==> config.mk <==
export PLATFORM = sky130hd
export DESIGN_NAME = pipelined_csa_adder
export DESIGN_NICKNAME = d
export VERILOG_FILES = /design/src/rtl/csa_pkg.sv /design/src/rtl/csa_merge.sv /design/src/rtl/pipelined_csa_adder.sv
export SDC_FILE = /design/constraint.sdc
export NUM_CORES = 1
export LEC_CHECK = 0
export ABC_CLOCK_PERIOD_IN_PS = 5000
export CELL_PAD_IN_SITES_DETAIL_PLACEMENT = 0
export CELL_PAD_IN_SITES_GLOBAL_PLACEMENT = 1
export CORE_UTILIZATION = 46
export DETAILED_ROUTE_END_ITERATION = 10
export HOLD_SLACK_MARGIN = 0.02
export PLACE_DENSITY_LB_ADDON = 0.1
export SLEW_MARGIN = 20
export SYNTH_ARGS = -nofsm -noshare
export SYNTH_HDL_FRONTEND = slang
export SYNTH_SLANG_ARGS = --single-unit
==> constraint.sdc <==
create_clock -name clk -period 5 [get_ports clk]
set_input_delay 1 -clock clk [delete_from_list [all_inputs] [get_ports clk]]
set_output_delay 1 -clock clk [all_outputs]
set_load 0.02 [all_outputs]
==> src/rtl/csa_pkg.sv <==
// Shared definitions for the pipelined conditional-sum adder.
//   CSA_W / CSA_STAGES     : default operand width and register-stage count
//   csa_levels()           : ceil(log2(w)), the number of merge levels
//   csa_lvls_per_stage()   : upper bound on tree levels placed in one stage
//   csa_stage_of()         : stage index that evaluates a given tree level
//   csa_side_t             : per-beat control that travels beside the tree
package csa_pkg;

    localparam int CSA_W      = 16;
    localparam int CSA_STAGES = 2;

    function automatic int unsigned csa_levels(input int unsigned w);
        int unsigned r;
        r = 0;
        for (int unsigned p = 1; p < w; p = p << 1) begin
            r++;
        end
        return r;
    endfunction

    // Tree levels = leaf level + merge levels.
    function automatic int unsigned csa_lvls_per_stage(input int unsigned w, input int unsigned s);
        return (csa_levels(w) + 1 + s - 1) / s;
    endfunction

    // Spreads the levels evenly: every stage gets at least one level and
    // never more than csa_lvls_per_stage(), so exactly s-1 level boundaries
    // carry a register.
    function automatic int unsigned csa_stage_of(input int unsigned lvl, input int unsigned w,
                                                 input int unsigned s);
        return (lvl * s) / (csa_levels(w) + 1);
    endfunction

    localparam int unsigned CSA_LVLS_PER_STAGE = csa_lvls_per_stage(CSA_W, CSA_STAGES);

    typedef struct packed {
        logic vld;
        logic amsb;   // a[W-1]
        logic bmsb;   // possibly inverted b[W-1]
        logic chain;
        logic sub;
        logic cin;
    } csa_side_t;

endpackage

==> src/rtl/csa_merge.sv <==
// One conditional-sum tree node: joins two H-bit blocks into a 2H-bit block,
// keeping both carry-in variants.
//   lo_*/hi_* : lower/upper half sums and carry-outs for carry-in 0 and 1
//   s0,c0     : merged sum/carry assuming block carry-in 0
//   s1,c1     : merged sum/carry assuming block carry-in 1
module csa_merge
    import csa_pkg::*;
#(
    parameter int H = 1
) (
    input  logic [H-1:0]   lo_s0,
    input  logic [H-1:0]   lo_s1,
    input  logic           lo_c0,
    input  logic           lo_c1,
    input  logic [H-1:0]   hi_s0,
    input  logic [H-1:0]   hi_s1,
    input  logic           hi_c0,
    input  logic           hi_c1,
    output logic [2*H-1:0] s0,
    output logic [2*H-1:0] s1,
    output logic           c0,
    output logic           c1
);

    assign s0 = {(lo_c0 ? hi_s1 : hi_s0), lo_s0};
    assign c0 = lo_c0 ? hi_c1 : hi_c0;
    assign s1 = {(lo_c1 ? hi_s1 : hi_s0), lo_s1};
    assign c1 = lo_c1 ? hi_c1 : hi_c0;

endmodule

==> src/rtl/pipelined_csa_adder.sv <==
// Pipelined conditional-sum adder with add/subtract and multi-word chaining.
//   clk, rst_n          : clock, asynchronous active-low reset
//   in_valid/in_ready   : operand beat handshake (a, b, cin, sub, chain)
//   out_valid/out_ready : result beat handshake (sum, cout, ovf)
// The tree keeps both carry-in variants until the final stage, where the
// real carry (cin, 1 for subtract, or the previous beat's cout) picks one.
// Any stall at the output freezes the whole pipeline.
module pipelined_csa_adder
    import csa_pkg::*;
#(
    parameter int W      = CSA_W,
    parameter int STAGES = CSA_STAGES
) (
    input  logic         clk,
    input  logic         rst_n,
    input  logic         in_valid,
    output logic         in_ready,
    input  logic [W-1:0] a,
    input  logic [W-1:0] b,
    input  logic         cin,
    input  logic         sub,
    input  logic         chain,
    output logic         out_valid,
    input  logic         out_ready,
    output logic [W-1:0] sum,
    output logic         cout,
    output logic         ovf
);

    localparam int L = int'(csa_levels(W));

    logic         en;
    logic         last_cout;
    logic [W-1:0] bx;
    csa_side_t    in_sd;

    assign in_ready = !(out_valid && !out_ready);
    assign en       = in_ready;
    assign bx       = sub ? ~b : b;
    assign in_sd    = '{vld: in_valid, amsb: a[W-1], bmsb: bx[W-1],
                        chain: chain, sub: sub, cin: cin};

    for (genvar j = 0; j <= L; j++) begin : g_lvl
        localparam int NB  = W >> j;
        localparam bit REG = (j < L) &&
            (csa_stage_of(j + 1, W, STAGES) != csa_stage_of(j, W, STAGES));

        logic [W-1:0]  s0, s1, q_s0, q_s1;
        logic [NB-1:0] c0, c1, q_c0, q_c1;
        csa_side_t     sd, q_sd;

        if (j == 0) begin : g_leaf
            assign sd = in_sd;
            assign s0 = a ^ bx;
            assign c0 = a & bx;
            assign s1 = ~(a ^ bx);
            assign c1 = a | bx;
        end else begin : g_merge
            localparam int H = 1 << (j - 1);
            assign sd = g_lvl[j-1].q_sd;
            for (genvar k = 0; k < NB; k++) begin : g_node
                csa_merge #(.H(H)) u_merge (
                    .lo_s0 (g_lvl[j-1].q_s0[2*k*H +: H]),
                    .lo_s1 (g_lvl[j-1].q_s1[2*k*H +: H]),
                    .lo_c0 (g_lvl[j-1].q_c0[2*k]),
                    .lo_c1 (g_lvl[j-1].q_c1[2*k]),
                    .hi_s0 (g_lvl[j-1].q_s0[(2*k+1)*H +: H]),
                    .hi_s1 (g_lvl[j-1].q_s1[(2*k+1)*H +: H]),
                    .hi_c0 (g_lvl[j-1].q_c0[2*k+1]),
                    .hi_c1 (g_lvl[j-1].q_c1[2*k+1]),
                    .s0    (s0[k*2*H +: 2*H]),
                    .s1    (s1[k*2*H +: 2*H]),
                    .c0    (c0[k]),
                    .c1    (c1[k])
                );
            end
        end

        if (REG) begin : g_reg
            always_ff @(posedge clk or negedge rst_n) begin
                if (!rst_n) begin
                    q_sd <= '0;
                end else if (en) begin
                    q_sd <= sd;
                end
            end
            always_ff @(posedge clk) begin
                if (en) begin
                    q_s0 <= s0;
                    q_s1 <= s1;
                    q_c0 <= c0;
                    q_c1 <= c1;
                end
            end
        end else begin : g_wire
            assign q_sd = sd;
            assign q_s0 = s0;
            assign q_s1 = s1;
            assign q_c0 = c0;
            assign q_c1 = c1;
        end
    end

    csa_side_t    fs;
    logic         prev_c, carry, cout_n, ovf_n;
    logic [W-1:0] sum_n;

    assign fs = g_lvl[L].q_sd;

    // When the pipeline advances with a result still in the output register,
    // that result is being handed off this very edge, so its cout is the
    // predecessor carry; this lets back-to-back chained beats run bubble-free.
    always_comb begin
        prev_c = out_valid ? cout : last_cout;
        carry  = fs.chain ? prev_c : (fs.sub | fs.cin);
        sum_n  = carry ? g_lvl[L].q_s1 : g_lvl[L].q_s0;
        cout_n = carry ? g_lvl[L].q_c1[0] : g_lvl[L].q_c0[0];
        ovf_n  = (fs.amsb == fs.bmsb) && (sum_n[W-1] != fs.amsb);
    end

    always_ff @(posedge clk or negedge rst_n) begin
        if (!rst_n) begin
            out_valid <= '0;
            sum       <= '0;
            cout      <= '0;
            ovf       <= '0;
            last_cout <= '0;
        end else begin
            if (out_valid && out_ready) begin
                last_cout <= cout;
            end
            if (en) begin
                out_valid <= fs.vld;
                if (fs.vld) begin
                    sum  <= sum_n;
                    cout <= cout_n;
                    ovf  <= ovf_n;
                end
            end
        end
    end

endmodule

[Word-level counts from Yosys, hierarchy flattened]
Cells that the tools add are included.
Word-level totals
  bits in registers: 66
  bits of input ports: 39
  output and inout port bits: 20
  word-level logic and storage cells: 95
Operators by class
  equal/unequal tests: 2
  multiplexer cells: 65
  bitwise logic cells: 7
  reductions and logical operators: 6
Operator list (number)
  2-to-1 mux 1 bit: 49
  2-to-1 mux 16 bit: 2
  NOT 16 bit: 2
  AND 16 bit: 1
  2-to-1 mux 2 bit: 8
  2-to-1 mux 4 bit: 4
  2-to-1 mux 8 bit: 2
  bitwise OR 16 bit: 1
  XOR 16 bit: 1
  logical AND 1 bit: 3
  zero test 1 bit: 2
  AND reduction 2 bit: 1
  equality test 1 bit: 1
  != test 1 bit: 1
  NOT 1 bit: 1
  bitwise OR 1 bit: 1

[Logic depth before layout (Yosys ltp)]
Gate-level depths: netlist (run 1).
  depth after elaboration: 6
  depth in mapped cells: 10
  depth with buffers taken out: 8

[Modules after synthesis]
Synthesis (run 1) repeated with hierarchy kept, for this count alone.
Second synthesis, totals
  cells, all modules: 422
  area total of the unflattened synthesis: 4815.9 µm²
By module, submodules not included
  pipelined_csa_adder: times used 1, cells an instance 262, area each 3186.8 µm², sequential area each 1851.8 µm²
  csa_merge (g_lvl[1].g_merge.g_node[0].u_merge ...): times used 8, cells an instance 6, area each 60.1 µm², sequential area each 0.0 µm²
  csa_merge (g_lvl[4].g_merge.g_node[0].u_merge): times used 1, cells an instance 36, area each 412.9 µm², sequential area each 0.0 µm²
  csa_merge (g_lvl[2].g_merge.g_node[0].u_merge ...): times used 4, cells an instance 10, area each 97.6 µm², sequential area each 0.0 µm²
  csa_merge (g_lvl[3].g_merge.g_node[0].u_merge ...): times used 2, cells an instance 18, area each 172.7 µm², sequential area each 0.0 µm²

[Worst setup path before layout (run 1)]
Ideal clock, no wire load.
  path kind: input port to flip-flop
  start point: input sub
  end point: register g_lvl[2].q_c1[3], data pin
  setup time: 260 ps
  arrival: 2924 ps
  required time: 4740 ps
  setup slack: 1816 ps
  stages: 9
  buffers on the path: 2
  cells stage by stage: clkbuf_1 > buf_2 > xor2_1 > inv_1 > ha_1 > mux2i_1 > nor2_1 > a21oi_1 > mux2_2
On the way
  cells in the longest elaborated chain, start to end: 4
  elaborated cells on any way between the ends: 7
  those cells by class: mux (5); bitwise (2)
RTL lines
  from (decl): line pipelined_csa_adder.sv:21  | input logic sub,
  2-to-1 mux 16 bit *: line pipelined_csa_adder.sv:39  | assign bx = sub ? ~b : b;
  AND 16 bit / bitwise OR 16 bit (equally long branches): line pipelined_csa_adder.sv:55, pipelined_csa_adder.sv:57
  2-to-1 mux 1 bit (on tied branches): line csa_merge.sv:26, csa_merge.sv:28
  2-to-1 mux 1 bit *: line csa_merge.sv:28  | assign c1 = lo_c1 ? hi_c1 : hi_c0;
  via g_lvl[2].g_merge.g_node[3].u_merge.c1: line csa_merge.sv:22  | output logic c1
  to (signal assigned): line pipelined_csa_adder.sv:92  | q_c1 <= c1;
  to (decl): line pipelined_csa_adder.sv:49  | logic [NB-1:0] c0, c1, q_c0, q_c1;
The timed path passes the listed nets; every way through them passes the cells marked *.
A chain may end at the register's enable or synchronous reset.

[Final worst setup path (run 1)]
  start point: input sub
  end point: register g_lvl[2].q_c1[1], data pin
On the way
  cells in the longest elaborated chain, start to end: 4
  elaborated cells on any way between the ends: 7
  those cells by class: mux (5); bitwise (2)
RTL lines (line)
  2-to-1 mux 16 bit *: pipelined_csa_adder.sv:39
  AND 16 bit / bitwise OR 16 bit (equally long branches): pipelined_csa_adder.sv:55, pipelined_csa_adder.sv:57
  2-to-1 mux 1 bit (on tied branches): csa_merge.sv:26, csa_merge.sv:28
  2-to-1 mux 1 bit *: csa_merge.sv:28
  via g_lvl[2].g_merge.g_node[1].u_merge.c1: csa_merge.sv:22
Marked as above.

==> results.toml, run 1 <==
[clock_tree]
cts-resized-gates = 0
setup_fix_buffers_added_after_clock_tree_synthesis = 0
num_cts_buffers = 9
clock_network_latency_to_the_later_pin_of_the_worst_skew_pair_ps = 330
clk_pin_slew_ps = 70
cts-root-to-sink-buffers = 2
cts_root_buf = "sky130_fd_sc_hd__clkbuf_8"
cts.sink_count = 66
hold_buffer_count_at_cts = 0
tritoncts = "yes"
htree_num_levels = 3

[cells_and_area]
drive_gt1_frac = 0.0914
num-nets-final = 448
antenna_cells_inserted = 0
layout_common_cells = "sky130_fd_sc_hd__clkdlybuf4s50_1 (58), sky130_fd_sc_hd__inv_1 (42), sky130_fd_sc_hd__edfxtp_1 (40)"
areaGrowthSynthToFinish_pct = 24.1
final.fill_count = 657
final_cell_area_mm2 = 0.00457
final_common_cell = "sky130_fd_sc_hd__clkdlybuf4s50_1"

[global_route]
grt_use_total = 0.168
antenna_violations_before_repair = 0
number_of_global_route_vias_before_repair = 2327
first_pass_grt_wire_length_mm = 10.7
grt_start_max_net_pins = 50
globalRoute.totalOverflow = 0

[placed_design]
io_buffers = 58
routability_driven_placement_congestion_ratio = 0.719
detailed_place.area_mm2 = 0.00439
place_hpwl_mm = 4.70

[power]
power_density_mw_per_mm2 = 413
leakagePower_nw = 2.04
peakVddDrop_mv = 0.154

[min_path]
hp-class = "register to register"
hp-start = "fs[5]"
timing.hold.worst_endpoint = "out_valid"
hold_path_depth = 1

[route]
routed_wire_per_std_cell_um = 13.1
viasPerCell = 4.77
final_wirelength_mm = 6.36
via_count = 2315
route.antenna.remaining_nets = 0
initialDrtViolationCount = 54
dr.pass1.iters = 4
drc = 0

[setup_path]
r2r-start = "out_valid"
worst-endpoint-arrival_ps = 3500
crit_path_end_kind = "register"
cp-start-kind = "input port"
rrSetupSlack_ps = 2770
timing.reg2reg.worst_path_depth = 7
cp_data_required_time_ps = 5170
worst_r2r_endpoint = "ovf"
critical_path_class = "input port to register"
critPathMaxFanout = 10

[synthesis]
post_synth_num_cell_types = 29
synthesis.area_per_instance_um2 = 11.8
ys_ff_latch = 66
syn-num-nets = 383
synth_area_mm2 = 0.00368
seq_area_frac_synth = 0.503
yosysWarningCount = 0
post_synth_inst_count = 313

[timing]
tightestPinTransition_ps = 656
fmax_ghz = 0.300
slew_headroom = 0.561
finalClockSkew_ps = 5.44
finalSetupViolCount = 0
fin_crit_sh = 0.667
timing.final.max_slew_violations = 0
hold_viol = 0
rsz0062_at_grt = "no"
setup_tns_ps = 0
layout_min_cycle_time_ps = 3340

[floorplanning]
top_level_ports = 59
die_area_mm2 = 0.00837
die_x_um = 91.5
die_y_um = 91.5
start_util = 0.477
area_of_the_placeable_core_mm2 = 0.00773
row_count = 32

[run]
maxCapViolations = 0

[run_status]
outcome = "complete, no violations"
[kinds of logic after synthesis]
| family | synth area share |
|---|---|
| multiplexers | 0.137 |
| AO/OA/AOI/OAI | 0.0652 |
| XOR/XNOR | 0.0951 |
| AND/OR/NAND/NOR | 0.0428 |
| flip-flops | 0.503 |
| adder cells (fa/ha/maj) | 0.105 |
| buffers and inverters | 0.0516 |
[layer usage]
| layer | part of all wire | GRT usage | up-vias |
|---|---|---|---|
| li1 | - | - | 1175 |
| met1 | 0.45 | 0.211 | 1075 |
| met2 | 0.49 | 0.280 | 54 |
| met3 | 0.043 | 0.0394 | 11 |
| met4 | 0.015 | 0.0661 | 0 |
| met5 | 0 | 0 | - |
[synth_stat cells]
cell                       number  area, um^2
sky130_fd_sc_hd__dfrtp_1       26         651
sky130_fd_sc_hd__nor3_1         1        5.00
sky130_fd_sc_hd__a211oi_1       2        15.0
sky130_fd_sc_hd__a21oi_1        4        20.0
sky130_fd_sc_hd__mux2_2        13         146
sky130_fd_sc_hd__mux2i_2        2        27.5
sky130_fd_sc_hd__ha_1          31         388
sky130_fd_sc_hd__o21ai_0       18        90.1
sky130_fd_sc_hd__mux2i_1       33         330
sky130_fd_sc_hd__clkbuf_1       4        15.0
sky130_fd_sc_hd__o21ai_1        8        40.0
sky130_fd_sc_hd__nor2_1         5        18.8
sky130_fd_sc_hd__or3_1          1        6.26
sky130_fd_sc_hd__a21oi_2        1        8.76
sky130_fd_sc_hd__edfxtp_1      40        1200
sky130_fd_sc_hd__o21bai_1       1        7.51
sky130_fd_sc_hd__xor2_1        24         210
sky130_fd_sc_hd__buf_2          2        10.0
sky130_fd_sc_hd__a221o_1        1        10.0
sky130_fd_sc_hd__buf_1          2        7.51
sky130_fd_sc_hd__a21o_4         1        15.0
sky130_fd_sc_hd__nand2_1       29         109
sky130_fd_sc_hd__inv_1         42         158
sky130_fd_sc_hd__or2_2          1        6.26
sky130_fd_sc_hd__a21o_1         1        7.51
sky130_fd_sc_hd__o211a_1        1        10.0
sky130_fd_sc_hd__xnor2_1       16         140
sky130_fd_sc_hd__a21oi_4        1        16.3
sky130_fd_sc_hd__nand2b_1       2        12.5
[state kept, by name, summed over array words and instances, names as in the netlist]
| name | flops |
|---|---|
| last_cout | 1 |
| g_lvl.q_c1 | 4 |
| fs | 6 |
| out_valid | 1 |
| g_lvl.q_s1 | 16 |
| g_lvl.q_s0 | 16 |
| ovf | 1 |
| g_lvl.q_c0 | 4 |
| cout | 1 |
| sum | 16 |
[cell type report]
type                       instances  area [um^2]  share of cell area
clock buffer                      12          135              0.0296
clock inverter                     4         42.5             0.00931
inverter                          42          158              0.0345
multi-input combinational        197         1640               0.360
sequential                        66         1850               0.405
tap                              102          128              0.0279
timing repair buffer              62          611               0.134
[worst max-delay path by stage]
stage / start / to / slack, ps / cells after the start
6_report: sub / g_lvl[2].q_c1[1] / 1660 / 9
3_3_place_gp: sub / g_lvl[2].q_s1[7] / 1360 / 8
5_1_grt: sub / g_lvl[2].q_s1[7] / 1440 / 8
3_5_place_dp: sub / g_lvl[2].q_c1[1] / 1300 / 8
2_1_floorplan: sub / g_lvl[2].q_c1[3] / 1820 / 9
4_1_cts: sub / g_lvl[2].q_c1[1] / 1620 / 9
[critical path, cell delays in order]
cell                              delay (ps)
sky130_fd_sc_hd__clkdlybuf4s50_1         890
sky130_fd_sc_hd__buf_4                   300
sky130_fd_sc_hd__xor2_1                  190
sky130_fd_sc_hd__inv_1                    60
sky130_fd_sc_hd__ha_1                    210
sky130_fd_sc_hd__o21ai_0                 330
sky130_fd_sc_hd__nand2_1                  90
sky130_fd_sc_hd__o21ai_0                 150
sky130_fd_sc_hd__mux2i_1                 270
[stage by stage]
stage / setup WS, ps / total power (W) / cells / util / hold WS, ps
final: 1660 / 0.00189 / 485 / 0.591 / 480
after global routing: 1440 / 0.00200 / 485 / 0.591 / 504
after CTS: 1620 / 0.00191 / 485 / 0.591 / 480
after detailed placement: 1300 / 0.00149 / 469 / 0.568 / 471
after global placement: 1360 / 0.00147 / 469 / 0.568 / 461
after floorplan: 1820 / 0.00124 / 313 / - / 453
[power breakdown]
group | switching (W) | internal [W] | total (W)
sequential | 0.0000785 | 0.000750 | 0.000828
clock | 0.000187 | 0.000227 | 0.000414
combinational | 0.000320 | 0.000325 | 0.000644
total | 0.000585 | 0.00130 | 0.00189
(Power assumes the default switching activity.)
==> inputs of run 2 (changes only) <==
- ABC_CLOCK_PERIOD_IN_PS: 5000 -> 3000
- CORE_UTILIZATION: 46 -> 39
- clock period: 5 -> 3 ns (I/O delays scaled with it)
==> run 2 against run 1 <==
Net effect: clock power rose by 120%; core utilization fell by 8.0 points; die area rose by 18%; highest routed layer unchanged; largest cell class unchanged; critical path depth fell by 1; via count rose by 0.78%; worst setup slack got worse by 1400 ps; critical path type unchanged.
==> results.toml, run 2 (synthesized netlist as in run 1, its figures left out) <==
[clock_tree]
hold_buffer_count_at_cts = 0
setup_fix_buffers_added_after_clock_tree_synthesis = 0
cts_root_buf = "sky130_fd_sc_hd__clkbuf_8"
cts-resized-gates = 0
num_cts_buffers = 9
cts-root-to-sink-buffers = 2
clock_network_latency_to_the_later_pin_of_the_worst_skew_pair_ps = 330
clk_pin_slew_ps = 70
tritoncts = "yes"
cts.sink_count = 66
htree_num_levels = 3

[route]
route.antenna.remaining_nets = 0
route.layer.met1.wl_mm = 3.15
via_count = 2333
initialDrtViolationCount = 61
top_signal_layer_used = "met4"
dr.pass1.iters = 4
wl_met3_um = 250
drc = 0
viasPerCell = 4.66
routed_wire_per_std_cell_um = 13.1
final_wirelength_mm = 6.57
met2_wirelength_mm = 3.10

[power]
peakVddDrop_mv = 0.232
leakagePower_nw = 2.10
report.power.total_w = 0.00337
power_density_mw_per_mm2 = 718

[placed_design]
routability_driven_placement_congestion_ratio = 0.724
io_buffers = 58
place_hpwl_mm = 4.93

[run_status]
outcome = "complete, no violations"

[floorplanning]
top_level_ports = 59
die_x_um = 99.2
die_y_um = 99.2
row_count = 35
start_util = 0.400
die_area_mm2 = 0.00983
area_of_the_placeable_core_mm2 = 0.00920

[timing]
fin_crit_sh = 0.901
layout_min_cycle_time_ps = 2700
rsz0062_at_grt = "no"
slew_headroom = 0.600
finalSetupViolCount = 0
hold_viol = 0
timing.final.max_slew_violations = 0
fmax_ghz = 0.370
tightestPinTransition_ps = 599
fin_hold_ws_ps = 479
finalClockSkew_ps = 9.23

[global_route]
number_of_global_route_vias_before_repair = 2323
grt_start_max_net_pins = 49
grt_use_total = 0.144
first_pass_grt_wire_length_mm = 10.8
antenna_violations_before_repair = 0
globalRoute.totalOverflow = 0

[cells_and_area]
areaGrowthSynthToFinish_pct = 27.6
drive_gt1_frac = 0.115
layout_top_registers = "g_lvl.q_s0: 16 flops, g_lvl.q_s1: 16 flops, sum: 16 flops"
final_common_cell = "sky130_fd_sc_hd__clkdlybuf4s50_1"
layout_common_cells = "sky130_fd_sc_hd__clkdlybuf4s50_1 (58), sky130_fd_sc_hd__inv_1 (42), sky130_fd_sc_hd__edfxtp_1 (40)"
antenna_cells_inserted = 0
num-nets-final = 455

[setup_path]
crit_path_end_kind = "register"
critical_path_class = "input port to register"
critPathMaxFanout = 5
worst_r2r_endpoint = "sum[7]"
r2r-start = "out_valid"
cp-start-kind = "input port"
worst-endpoint-arrival_ps = 2780
rrSetupSlack_ps = 1060
cp_data_required_time_ps = 3070
timing.reg2reg.worst_path_depth = 5

[min_path]
timing.hold.worst_endpoint = "sum[8]"
hold_path_depth = 2
hp-class = "register to register"
hp-start = "sum[8]"

[run]
maxCapViolations = 0
run 2: changes by cell type in the layout (fill, tap and decap cells not counted), sizes merged:
| cell | delta |
|---|---|
| buf | +7 |
| bufinv | +2 |
| clkinv | -2 |
| clkbuf | -1 |
| clkinvlp | +1 |
run 2: cell type report:
cell class	instances	area, um^2
Clock buffer	11	141
Timing Repair Buffer	69	663
Fill cell	863	4500
Inverter	42	158
Clock inverter	5	101
Tap cell	111	139
Sequential cell	66	1850
Multi-Input combinational cell	197	1640
run 2: power breakdown:
part           switching (W)  internal, W
sequential          0.000130      0.00125
clock               0.000331     0.000573
combinational       0.000537     0.000552
total               0.000998      0.00237
run 2: metrics by stage:
step | worst slack [ps] | utilization | instance area [um^2] | TNS (ps) | instances
3_3_place_gp | -36.2 | 0.484 | 4450 | -64.9 | 485
6_report | 296 | 0.511 | 4700 | 0 | 501
3_5_place_dp | -122 | 0.484 | 4450 | -425 | 485
2_1_floorplan | 216 | - | 3680 | 0 | 313
5_1_grt | 108 | 0.511 | 4700 | 0 | 501
4_1_cts | 255 | 0.511 | 4700 | 0 | 501
run 2: worst max path at each step:
stage,startpoint,endpoint,cells past startpoint
after floorplan,sub,g_lvl[2].q_c1[3],9
after global placement,sub,g_lvl[2].q_c1[0],8
after detailed placement,sub,g_lvl[2].q_c1[2],8
after CTS,sub,g_lvl[2].q_c1[2],8
after global routing,sub,g_lvl[2].q_c1[0],8
final,sub,g_lvl[2].q_c1[3],8
run 2: worst max-delay path, cell delays in order:
cell and delay (ps):
sky130_fd_sc_hd__clkdlybuf4s50_1 730, sky130_fd_sc_hd__xor2_1 230, sky130_fd_sc_hd__inv_1 60, sky130_fd_sc_hd__ha_1 210
sky130_fd_sc_hd__mux2i_1 280, sky130_fd_sc_hd__nor2_1 70, sky130_fd_sc_hd__a21oi_1 210, sky130_fd_sc_hd__mux2_2 370
run 2: layer usage:
metal,up-vias,GRT usage
met3,8,0.0323
li1,1196,-
met5,-,0
met1,1085,0.187
met4,0,0.0543
met2,44,0.238
==> inputs of run 3 (changes only) <==
- CORE_UTILIZATION: 39 -> 41
- SYNTH_HIERARCHICAL: unset -> 1
==> run 3 against run 2 <==
Net effect: hold slack improved by 21 ps; critical path depth unchanged; sequential power about the same; clock skew decreased by 4.1 ps; via count increased by 14%; die area increased by 24%; synthesized area increased by 31%; cell count increased by 14%; total power increased by 14%; highest routed layer unchanged.
==> results.toml, run 3 <==
[synthesis]
postSynth.topFlopCell = "sky130_fd_sc_hd__edfxtp_1"
seq_area_frac_synth = 0.385
post_synth_inst_count = 422
ys_ff_latch = 66
ys_async_sr_fraction = 0.394
yosysWarningCount = 6
post_synth_num_cell_types = 29
post-synth-top-area-fraction = 0.249
yosys-top-cells-count = "sky130_fd_sc_hd__inv_1 (66), sky130_fd_sc_hd__buf_4 (64), sky130_fd_sc_hd__mux2_1 (56)"
post-synth-top-count-cell = "sky130_fd_sc_hd__inv_1"
synthDominantAreaCellType = "sky130_fd_sc_hd__edfxtp_1"
synth_area_leaders = "sky130_fd_sc_hd__edfxtp_1 (25%), sky130_fd_sc_hd__dfrtp_1 (14%), sky130_fd_sc_hd__mux2_1 (13%)"
synth_area_mm2 = 0.00482
synth_enable_flop_cells = 40
synthesis.area_per_instance_um2 = 11.4
syn-num-nets = 493

[route]
via_count = 2663
routed_wire_per_std_cell_um = 13.3
top_signal_layer_used = "met4"
viasPerCell = 4.68
final_wirelength_mm = 7.58
wl_met3_um = 239
dr.pass1.iters = 4
route.antenna.remaining_nets = 0
drc = 0
initialDrtViolationCount = 93
met2_wirelength_mm = 3.93
route.layer.met1.wl_mm = 3.34

[min_path]
hp-class = "register to register"
timing.hold.worst_endpoint = "out_valid"
hp-start = "fs[5]"
hold_path_depth = 1

[timing]
rsz0062_at_grt = "no"
finalClockSkew_ps = 5.16
setup_tns_ps = 0
hold_viol = 0
layout_min_cycle_time_ps = 2470
finalSetupViolCount = 0
slew_headroom = 0.484
fmax_ghz = 0.404
timing.final.max_slew_violations = 0
fin_hold_ws_ps = 500
fin_crit_sh = 0.825
tightestPinTransition_ps = 772

[power]
power_frac_clock = 0.288
report.power.total_w = 0.00383
comb_power_share = 0.352
p_int_w = 0.00270
switching_share = 0.296
peakVddDrop_mv = 0.375
power_density_mw_per_mm2 = 710
leakagePower_nw = 2.42
net_switching_power_figure_w = 0.00113
power.share.sequential = 0.360

[floorplanning]
die_x_um = 110
start_util = 0.422
die_area_mm2 = 0.0122
top_level_ports = 59
area_of_the_placeable_core_mm2 = 0.0114
die_y_um = 110
row_count = 39

[placed_design]
place_hpwl_mm = 5.60
io_buffers = 58
routability_driven_placement_congestion_ratio = 0.712

[cells_and_area]
num-nets-final = 492
final.fill_count = 1074
drive_gt1_frac = 0.155
antenna_cells_inserted = 0
areaGrowthSynthToFinish_pct = 12.0
final_common_cell = "sky130_fd_sc_hd__inv_1"
postLayoutCoreUtil = 0.472
layout_common_cells = "sky130_fd_sc_hd__inv_1 (66), sky130_fd_sc_hd__clkdlybuf4s50_1 (58), sky130_fd_sc_hd__mux2_1 (56)"
layout_top_registers = "g_lvl.q_s0: 16 flops, g_lvl.q_s1: 16 flops, sum: 16 flops"

[setup_path]
cp_data_required_time_ps = 3080
rrSetupSlack_ps = 760
timing.critical_path.max_delay_family = "buffers and inverters"
crit_path_end_kind = "register"
crit_chain = "clkdlybuf4s50_1 -> buf_12 -> xor2_1 -> inv_1 -> ha_1 -> inv_1 -> mux2_1 -> mux2_1"
highest_delay_cell_along_the_critical_path = "sky130_fd_sc_hd__clkdlybuf4s50_1"
worst_r2r_endpoint = "sum[15]"
critical_path.n_buffers_inverters = 4
critical_path_class = "input port to register"
slowest_cell_delay_on_critical_path_ps = 500
worst-endpoint-arrival_ps = 2550
r2r-start = "g_lvl[2].q_c0[0]"
cp-start-kind = "input port"
timing.reg2reg.worst_path_depth = 5
critPathMaxFanout = 17

[clock_tree]
clk_pin_slew_ps = 60
htree_num_levels = 3
tritoncts = "yes"
hold_buffer_count_at_cts = 0
cts-resized-gates = 0
cts.sink_count = 66
cts-root-to-sink-buffers = 2
setup_fix_buffers_added_after_clock_tree_synthesis = 0
num_cts_buffers = 9
clock_network_latency_to_the_later_pin_of_the_worst_skew_pair_ps = 330
cts_root_buf = "sky130_fd_sc_hd__clkbuf_16"

[global_route]
number_of_global_route_vias_before_repair = 2666
grt_start_max_net_pins = 49
globalRoute.totalOverflow = 0
first_pass_grt_wire_length_mm = 12.5
grt_use_total = 0.140
antenna_violations_before_repair = 0

[run_status]
outcome = "complete, no violations"

[run]
maxCapViolations = 0
-- run 3: cell count changes in the layout (fill, tap and decap cells not counted), sizes merged, moves of 13 or more --
cell   previous run  this run
inv              42        66
mux2             13       101
mux2i            35        17
nand2            29         2
nor2              5        18
o21ai            26         2
xnor2            16         1
-- run 3: worst max path at each step --
stage                    from                to  slack [ps]  depth (start not counted)
finish                    sub  g_lvl[2].q_c1[0]         530                          8
global route              sub  g_lvl[2].q_c1[0]         400                          8
CTS                       sub  g_lvl[2].q_c1[0]         510                          8
detailed placement        sub  g_lvl[2].q_s1[2]         160                          8
global placement          sub  g_lvl[2].q_c1[3]         180                          8
floorplan           out_ready          in_ready         220                          2
-- run 3: cells by family (layout without fill, tap and decap cells) --
group                      count (synthesis)  in the layout  share of synthesized area
and+or+nand+nor                           26             26                     0.0229
DFF                                       66             66                      0.385
AOI/OAI and AO/OA                         24             24                     0.0299
muxes                                    118            118                      0.286
xor gates and xnor gates                  16             16                     0.0291
adders and majority gates                 32             32                     0.0831
buffers and inverters                    140            144                      0.165
-- run 3: metal layers --
layer,GRT usage,vias to the layer above
met3,0.0359,5
met4,0.0564,0
li1,-,1351
met2,0.247,35
met1,0.161,1272
met5,0,-
-- run 3: area by class of cell --
| class | instances | area (um^2) | area share |
|---|---|---|---|
| Multi-Input combinational cell | 216 | 2170 | 0.403 |
| Sequential cell | 66 | 1850 | 0.343 |
| Timing Repair Buffer | 62 | 623 | 0.116 |
| Inverter | 66 | 248 | 0.0459 |
| Clock buffer | 9 | 225 | 0.0418 |
| Tap cell | 143 | 179 | 0.0332 |
| Clock inverter | 7 | 93.8 | 0.0174 |
-- run 3: through the flow --
| stage | instances | worst slack [ps] | area [um^2] |
|---|---|---|---|
| CTS | 569 | 506 | 5390 |
| global placement | 553 | 179 | 5070 |
| detailed placement | 553 | 159 | 5070 |
| finish | 569 | 526 | 5390 |
| floorplan | 422 | 218 | 4820 |
| global route | 569 | 398 | 5390 |
-- run 3: power by group through the flow --
stage / clock (W) / sequential [W] / combinational [W]
final: 0.00110 / 0.00138 / 0.00135
after floorplan: 0 / 0.00150 / 0.00103
after detailed placement: 0 / 0.00140 / 0.00137
after global placement: 0 / 0.00140 / 0.00135
after global routing: 0.00118 / 0.00142 / 0.00149
after CTS: 0.00114 / 0.00139 / 0.00138
